===== src/rtl/tcb_lite_lib_misalign_splitter_if.sv =====
// Bus bundle for the misalign splitter: logsize request side (sub_*) and
// aligned byte-enable transfer side (man_*).
interface tcb_lite_lib_misalign_splitter_if #(
  parameter int unsigned ADR = 32,
  parameter int unsigned DAT = 32
);
  localparam int unsigned BEN = DAT / 8;

  logic           sub_vld;
  logic           sub_rdy;
  logic           sub_wen;
  logic [ADR-1:0] sub_adr;
  logic [1:0]     sub_siz;
  logic [DAT-1:0] sub_wdt;
  logic           sub_rsp;
  logic [DAT-1:0] sub_rdt;
  logic           sub_err;

  logic           man_vld;
  logic           man_rdy;
  logic           man_wen;
  logic [ADR-1:0] man_adr;
  logic [BEN-1:0] man_byt;
  logic [DAT-1:0] man_wdt;
  logic [DAT-1:0] man_rdt;
  logic           man_err;

  // master: the surrounding system (logsize manager plus aligned memory)
  modport master (
    output sub_vld, sub_wen, sub_adr, sub_siz, sub_wdt,
    input  sub_rdy, sub_rsp, sub_rdt, sub_err,
    input  man_vld, man_wen, man_adr, man_byt, man_wdt,
    output man_rdy, man_rdt, man_err
  );

  // slave: the splitter itself
  modport slave (
    input  sub_vld, sub_wen, sub_adr, sub_siz, sub_wdt,
    output sub_rdy, sub_rsp, sub_rdt, sub_err,
    output man_vld, man_wen, man_adr, man_byt, man_wdt,
    input  man_rdy, man_rdt, man_err
  );
endinterface


===== src/rtl/tcb_lite_lib_misalign_splitter.sv =====
// Splits logsize requests at any byte alignment into one or two aligned
// byte-enable transfers and merges the read data into one right-justified response.
module tcb_lite_lib_misalign_splitter #(
  parameter int unsigned ADR = 32,
  parameter int unsigned DAT = 32,
  parameter int unsigned DLY = 1
)(
  input  logic clk,
  input  logic rst,
  tcb_lite_lib_misalign_splitter_if.slave bus
);
  localparam int unsigned BEN = DAT / 8;
  localparam int unsigned OFW = $clog2(BEN);

  typedef enum logic [2:0] {IDLE, LO, HI, WAIT, RSP} state_t;
  state_t state, state_nxt;

  logic           req_wen;
  logic [ADR-1:0] req_adr;
  logic [1:0]     req_siz;
  logic [DAT-1:0] req_wdt;
  logic           req_ill;

  logic [OFW-1:0]   off;
  int unsigned      n;
  logic             split;
  logic [ADR-1:0]   adr0, adr1;
  logic [2*BEN-1:0] byt_w;
  logic [2*DAT-1:0] wdt_w;
  logic             ill_in, accept;

  logic             vld_int, hs, hs_idx;
  logic             mat_vld, mat_idx;
  logic [1:0]       pend, pend_nxt;
  logic             done;

  logic [DAT-1:0]   rdt0, rdt1, rdt_m;
  logic             err0, err1;

  assign ill_in = 32'(bus.sub_siz) > OFW;
  assign accept = (state == IDLE) && bus.sub_vld;

  always_ff @(posedge clk or negedge rst) begin
    if (!rst) begin
      req_wen <= 1'b0;
      req_adr <= '0;
      req_siz <= '0;
      req_wdt <= '0;
      req_ill <= 1'b0;
    end else if (accept) begin
      req_wen <= bus.sub_wen;
      req_adr <= bus.sub_adr;
      req_siz <= bus.sub_siz;
      req_wdt <= bus.sub_wdt;
      req_ill <= ill_in;
    end
  end

  // Both words come from one double-width shift: the low half is word0, the high half word1.
  always_comb begin
    off   = req_adr[OFW-1:0];
    n     = 32'd1 << req_siz;
    split = (32'(off) + n) > BEN;
    adr0  = {req_adr[ADR-1:OFW], {OFW{1'b0}}};
    adr1  = adr0 + ADR'(BEN);
    byt_w = '0;
    for (int unsigned i = 0; i < BEN; i++) begin
      if (i < n) byt_w[i] = 1'b1;
    end
    byt_w = byt_w << off;
    wdt_w = {{DAT{1'b0}}, req_wdt} << (8 * 32'(off));
  end

  assign hs     = vld_int && bus.man_rdy;
  assign hs_idx = (state == HI);

  // Response tags travel DLY cycles behind their handshake.
  generate
    if (DLY == 0) begin : g_nodly
      always_comb begin
        mat_vld = hs;
        mat_idx = hs_idx;
      end
    end else begin : g_dly
      logic [DLY-1:0] pipe_vld, pipe_idx;
      always_ff @(posedge clk or negedge rst) begin
        if (!rst) begin
          pipe_vld <= '0;
          pipe_idx <= '0;
        end else begin
          pipe_vld[0] <= hs;
          pipe_idx[0] <= hs_idx;
          for (int unsigned i = 1; i < DLY; i++) begin
            pipe_vld[i] <= pipe_vld[i-1];
            pipe_idx[i] <= pipe_idx[i-1];
          end
        end
      end
      always_comb begin
        mat_vld = pipe_vld[DLY-1];
        mat_idx = pipe_idx[DLY-1];
      end
    end
  endgenerate

  always_comb begin
    pend_nxt = pend;
    if (hs && !mat_vld)      pend_nxt = pend + 2'd1;
    else if (!hs && mat_vld) pend_nxt = pend - 2'd1;
    done = (pend_nxt == 2'd0);
  end

  always_ff @(posedge clk or negedge rst) begin
    if (!rst) pend <= '0;
    else      pend <= pend_nxt;
  end

  always_ff @(posedge clk or negedge rst) begin
    if (!rst) begin
      rdt0 <= '0;
      rdt1 <= '0;
      err0 <= 1'b0;
      err1 <= 1'b0;
    end else if (accept) begin
      rdt0 <= '0;
      rdt1 <= '0;
      err0 <= 1'b0;
      err1 <= 1'b0;
    end else if (mat_vld) begin
      if (mat_idx) begin
        rdt1 <= bus.man_rdt;
        err1 <= bus.man_err;
      end else begin
        rdt0 <= bus.man_rdt;
        err0 <= bus.man_err;
      end
    end
  end

  always_comb begin
    rdt_m = DAT'({rdt1, rdt0} >> (8 * 32'(off)));
    for (int unsigned i = 0; i < BEN; i++) begin
      if (i >= n) rdt_m[8*i +: 8] = '0;
    end
  end

  always_ff @(posedge clk or negedge rst) begin
    if (!rst) state <= IDLE;
    else      state <= state_nxt;
  end

  // A final transfer whose response lands in its own handshake cycle skips WAIT.
  always_comb begin
    state_nxt = state;
    case (state)
      IDLE: if (bus.sub_vld) state_nxt = ill_in ? RSP : LO;
      LO:   if (bus.man_rdy) state_nxt = split ? HI : (done ? RSP : WAIT);
      HI:   if (bus.man_rdy) state_nxt = done ? RSP : WAIT;
      WAIT: if (done) state_nxt = RSP;
      RSP:  state_nxt = IDLE;
      default: state_nxt = IDLE;
    endcase
  end

  always_comb begin
    vld_int     = (state == LO) || (state == HI);
    bus.man_vld = vld_int;
    bus.man_wen = req_wen;
    bus.man_adr = (state == HI) ? adr1 : adr0;
    bus.man_byt = '0;
    bus.man_wdt = '0;
    if (state == LO) begin
      bus.man_byt = byt_w[BEN-1:0];
      bus.man_wdt = wdt_w[DAT-1:0];
    end else if (state == HI) begin
      bus.man_byt = byt_w[2*BEN-1:BEN];
      bus.man_wdt = wdt_w[2*DAT-1:DAT];
    end
    bus.sub_rdy = (state == IDLE);
    bus.sub_rsp = (state == RSP);
    bus.sub_err = (state == RSP) && (req_ill || err0 || err1);
    bus.sub_rdt = ((state == RSP) && !req_wen && !req_ill) ? rdt_m : '0;
  end
endmodule


===== src/flat_wrapper.sv =====
// flat-port wrapper written by rule: the top's interface ports become plain ports
module tcb_lite_lib_misalign_splitter_flat 
#(
  parameter int unsigned ADR = 32,
  parameter int unsigned DAT = 32,
  parameter int unsigned DLY = 1
)
  (clk, rst, bus_sub_vld, bus_sub_wen, bus_sub_adr, bus_sub_siz, bus_sub_wdt, bus_sub_rdy, bus_sub_rsp, bus_sub_rdt, bus_sub_err, bus_man_vld, bus_man_wen, bus_man_adr, bus_man_byt, bus_man_wdt, bus_man_rdy, bus_man_rdt, bus_man_err);
  tcb_lite_lib_misalign_splitter_if #(.ADR(ADR), .DAT(DAT)) bus_i ();
  input  logic clk;
  input  logic rst;
  input wire logic [$bits(bus_i.sub_vld)-1:0] bus_sub_vld;
  input wire logic [$bits(bus_i.sub_wen)-1:0] bus_sub_wen;
  input wire logic [$bits(bus_i.sub_adr)-1:0] bus_sub_adr;
  input wire logic [$bits(bus_i.sub_siz)-1:0] bus_sub_siz;
  input wire logic [$bits(bus_i.sub_wdt)-1:0] bus_sub_wdt;
  output wire logic [$bits(bus_i.sub_rdy)-1:0] bus_sub_rdy;
  output wire logic [$bits(bus_i.sub_rsp)-1:0] bus_sub_rsp;
  output wire logic [$bits(bus_i.sub_rdt)-1:0] bus_sub_rdt;
  output wire logic [$bits(bus_i.sub_err)-1:0] bus_sub_err;
  output wire logic [$bits(bus_i.man_vld)-1:0] bus_man_vld;
  output wire logic [$bits(bus_i.man_wen)-1:0] bus_man_wen;
  output wire logic [$bits(bus_i.man_adr)-1:0] bus_man_adr;
  output wire logic [$bits(bus_i.man_byt)-1:0] bus_man_byt;
  output wire logic [$bits(bus_i.man_wdt)-1:0] bus_man_wdt;
  input wire logic [$bits(bus_i.man_rdy)-1:0] bus_man_rdy;
  input wire logic [$bits(bus_i.man_rdt)-1:0] bus_man_rdt;
  input wire logic [$bits(bus_i.man_err)-1:0] bus_man_err;
  assign bus_i.sub_vld = bus_sub_vld;
  assign bus_i.sub_wen = bus_sub_wen;
  assign bus_i.sub_adr = bus_sub_adr;
  assign bus_i.sub_siz = bus_sub_siz;
  assign bus_i.sub_wdt = bus_sub_wdt;
  assign bus_sub_rdy = bus_i.sub_rdy;
  assign bus_sub_rsp = bus_i.sub_rsp;
  assign bus_sub_rdt = bus_i.sub_rdt;
  assign bus_sub_err = bus_i.sub_err;
  assign bus_man_vld = bus_i.man_vld;
  assign bus_man_wen = bus_i.man_wen;
  assign bus_man_adr = bus_i.man_adr;
  assign bus_man_byt = bus_i.man_byt;
  assign bus_man_wdt = bus_i.man_wdt;
  assign bus_i.man_rdy = bus_man_rdy;
  assign bus_i.man_rdt = bus_man_rdt;
  assign bus_i.man_err = bus_man_err;
  tcb_lite_lib_misalign_splitter #(.ADR(ADR), .DAT(DAT), .DLY(DLY)) u_core (.clk(clk), .rst(rst), .bus(bus_i));
endmodule

===== config.mk =====
export PLATFORM = sky130hd
export DESIGN_NAME = tcb_lite_lib_misalign_splitter_flat
export DESIGN_NICKNAME = d
export VERILOG_FILES = /design/src/rtl/tcb_lite_lib_misalign_splitter_if.sv /design/src/rtl/tcb_lite_lib_misalign_splitter.sv /design/src/flat_wrapper.sv
export SDC_FILE = /design/constraint.sdc
export NUM_CORES = 1
export LEC_CHECK = 0
export ABC_AREA = 1
export BUFFER_PORTS_ARGS = -buffer_cell sky130_fd_sc_hd__clkbuf_2
export CORE_ASPECT_RATIO = 1.1
export CORE_MARGIN = 8
export CORE_UTILIZATION = 55
export CTS_CLUSTER_DIAMETER = 80
export DETAILED_ROUTE_END_ITERATION = 12
export PLACE_DENSITY = 0.83
export SLEW_MARGIN = 20
export SYNTH_ARGS = -nofsm -noshare
export SYNTH_HDL_FRONTEND = slang
export SYNTH_SLANG_ARGS = --single-unit
export TNS_END_PERCENT = 5

===== constraint.sdc =====
create_clock -name clk -period 2.8 [get_ports clk]
set_input_delay 0.14 -clock clk [delete_from_list [all_inputs] [get_ports clk]]
set_output_delay 0.14 -clock clk [all_outputs]
set_load 0.02 [all_outputs]

==> flow_metrics.py <==
metrics = {
    "timing": {
        "finalHoldViolCount": 1,
        "grt_setup_unrepaired": "yes",
        "drv_slew": 0,
        "finalCriticalPeriod_ns": 2.74,
        "post-route-period-util": 0.977,
        "maxSlewHeadroom": 0.553,
        "timing.hold.ws_ns": -0.00328,
        "setup_viol": 0,
        "worst_pin_slew_ns": 0.670,
        "fin_setup_tns_ns": 0,
        "fmaxAchievable_mhz": 365,
        "skew_ns": 0.0118,
        "layout_setup_ws_ns": 0.0630,
    },
    "drt": {
        "via_count": 8385,
        "drtAntennaViolNets": 0,
        "via_per_inst": 5.70,
        "dr_wl_met3_um": 2740,
        "first_pass_iters": 10,
        "met2_length_um": 12900,
        "wl_met1_um": 10300,
        "wl_um": 27500,
        "drt_iter0_markers": 913,
        "highest_layer": "met4",
        "drc": 0,
        "routedWlPerCell_um": 18.7,
    },
    "placed_design": {
        "pre_cts_slack_ns": 0.559,
        "dp_cells": 1347,
        "hpwl_um": 17400,
        "place.gp.congestion": 0.982,
        "io_buffers": 206,
    },
    "cts": {
        "cts-htree-levels": 4,
        "clock_latency_ns": 0.43,
        "cts.clk_slew.worst_paths_ns": 0.06,
        "cts_buffers": 17,
        "cts_tree": "yes",
        "ctsLongestPathBuffers": 2,
        "clock-root-buffer": "clkbuf_16",
        "cts.sinks": 133,
    },
    "final_layout": {
        "nFillCells": 973,
        "finalNonFillerCells": 1470,
        "area_delta_synth_final_pct": 35.1,
        "drive_gt1_frac": 0.261,
        "diodes": 0,
        "nNetsFinal": 1376,
    },
    "grt": {
        "grt_max_degree": 73,
        "first_global_vias": 8251,
        "grt_usage": 0.307,
        "grt_pass1_wl_um": 43500,
        "overflow": 0,
        "antenna_found_initial": 0,
    },
    "worst_setup_path": {
        "reg2reg_from": "u_core.state[1]",
        "worst_r2r_endpoint": "u_core.req_adr[26]",
        "worstPathRequired_ns": 2.66,
        "worstSetupPathType": "reg -> out",
        "endpoint": "bus_man_adr[26]",
        "arrival_ns": 2.60,
        "setup.worst_path.end_class": "output pin",
        "cp_max_fo": 9,
        "cp-startpoint": "u_core.state[0]",
        "worstSetupStartpointType": "flip-flop",
        "r2r_cells": 7,
        "ff2ff_setup_slack_ns": 0.68,
    },
    "outcome": {
        "status": "finished with violations",
        "violations": "hold timing",
    },
    "logic_synthesis": {
        "synth_area_per_cell_um2": 7.75,
        "synth-main-ff-cell": "dfrtp_1",
        "synth-seq-cells": 133,
        "yosysTopAreaCellShare": 0.433,
        "synth_area_um2": 7690,
        "synth_top_cells_by_area": "dfrtp_1, nand2_1, o21ai_0",
        "ys_seq_area_frac": 0.433,
        "synth_top_area_cell": "dfrtp_1",
        "synthCells": 992,
        "synth_common_cells": "nand2_1, o21ai_0, dfrtp_1",
        "yosysMostFrequentCell": "nand2_1",
        "synthArstFlopShare": 1.00,
        "ys_types": 38,
        "yosys_warnings": 0,
        "synth_edf_count": 0,
    },
    "floorplan": {
        "die_x_um": 129,
        "fp.dieH_um": 140,
        "start_util": 0.560,
        "die-area_um2": 18000,
        "num_rows": 45,
        "ios": 209,
        "core_um2": 13700,
    },
    "pwr": {
        "power.density_nw_per_um2": 1220,
        "power.leakage_nw": 5.33,
        "worst_ir_drop_vdd_v": 0.000788,
        "p_total_mw": 12.6,
    },
    "min_path": {
        "hp-class": "in -> reg",
    },
    "flow_run": {
        "maxCapViolCount": 0,
    },
}
-- area by class of cell --
class / count / area (um^2) / share of cell area
flip-flops and latches: 133 / 3330 / 0.320
clock buffers: 19 / 443 / 0.0426
multi-input cells: 701 / 3750 / 0.361
well taps: 188 / 235 / 0.0226
inverters: 101 / 387 / 0.0372
repair buffers: 315 / 2070 / 0.199
clock inverters: 13 / 181 / 0.0175
-- what timing repair did --
item	CTS	global route
setup buffers	0	10
hold endpoints to repair	152	0
setup endpoints to repair	0	23
hold buffers	81	0
gates resized for setup	0	5
-- worst max-delay path, cell delays in order, from the launching register on --
cell and delay, ns:
dfrtp_1 0.43, inv_2 0.10, nand3_4 0.16, buf_4 0.20, nor3_4 0.18, nand3_4 0.15, nor2_4 0.19, nand3_2 0.12
nor2_1 0.22, xor2_1 0.21, clkbuf_2 0.21
-- how the worst min path moves through the flow --
stage | start | end | slack (ns) | depth (start not counted)
global route | bus_man_rdt[12] | u_core.rdt0[12] | 0.01 | 3
CTS | bus_man_rdt[23] | u_core.rdt1[23] | 0.0002 | 3
global placement | rst | u_core.rdt0[29] | 0.20 | 1
finish | bus_man_rdt[12] | u_core.rdt0[12] | -0.003 | 3
detailed placement | rst | u_core.rdt0[29] | 0.20 | 1
floorplan | rst | u_core.bus.man_wen | -0.16 | 0
-- per-layer routing --
metal,track usage,vias up
met5,0,-
met4,0.194,0
li1,-,3823
met2,0.468,574
met1,0.367,3856
met3,0.0972,132
-- cells in the final DEF (no fill, tap or decap), drive strengths merged --
master	synthesis	routed
nand2	253	253
clkbuf	32	223
o21ai	144	144
dfrtp	133	133
inv	97	97
dlygate4sd3	0	81
nor2	79	79
a21oi	54	54
mux2	40	40
buf	26	30
o22ai	22	22
xor2	20	20
nand3	18	18
a31oi	16	16
xnor2	11	11
nor3	10	10
clkinv	4	9
a211oi	8	8
o221ai	8	8
nor4	5	5
clkinvlp	0	4
bufinv	0	4
nand4	3	3
ha	3	3
conb	1	2
and3	1	1
mux2i	1	1
a32oi	1	1
o21bai	1	1
or2	1	1
-- where the power goes --
part           switching, mW  internal (mW)
clock network          0.886           1.51
registers              0.858           2.86
logic                   4.32           2.20
-- kinds of logic (layout without fill, tap and decap cells) --
family                     after synthesis  in the layout  synth area share
other                                    1              2          0.000488
AOI/OAI and AO/OA                      254            254             0.179
and+or+nand+nor                        370            370             0.205
adders and majority gates                3              3           0.00488
DFF                                    133            133             0.433
xor gates and xnor gates                31             31            0.0353
muxes                                   41             41            0.0599
buffers and inverters                  159            448            0.0826
-- stage by stage --
step	instance area [um^2]	utilization
after floorplan	7690	-
after global placement	8860	0.645
after detailed placement	8860	0.645
after CTS	10300	0.750
after global routing	10400	0.757
final	10400	0.757
-- state kept, by name, indices dropped and copies added (netlist names) --
| register | flops |
|---|---|
| u_core.bus.man_wen | 1 |
| u_core.err0 | 1 |
| u_core.err1 | 1 |
| u_core.g_dly.pipe_idx | 1 |
| u_core.g_dly.pipe_vld | 1 |
| u_core.pend | 2 |
| u_core.rdt0 | 32 |
| u_core.rdt1 | 24 |
| u_core.req_adr | 32 |
| u_core.req_ill | 1 |
| u_core.req_siz | 2 |
| u_core.req_wdt | 32 |
| u_core.state | 3 |
(Power assumes the default switching activity.)
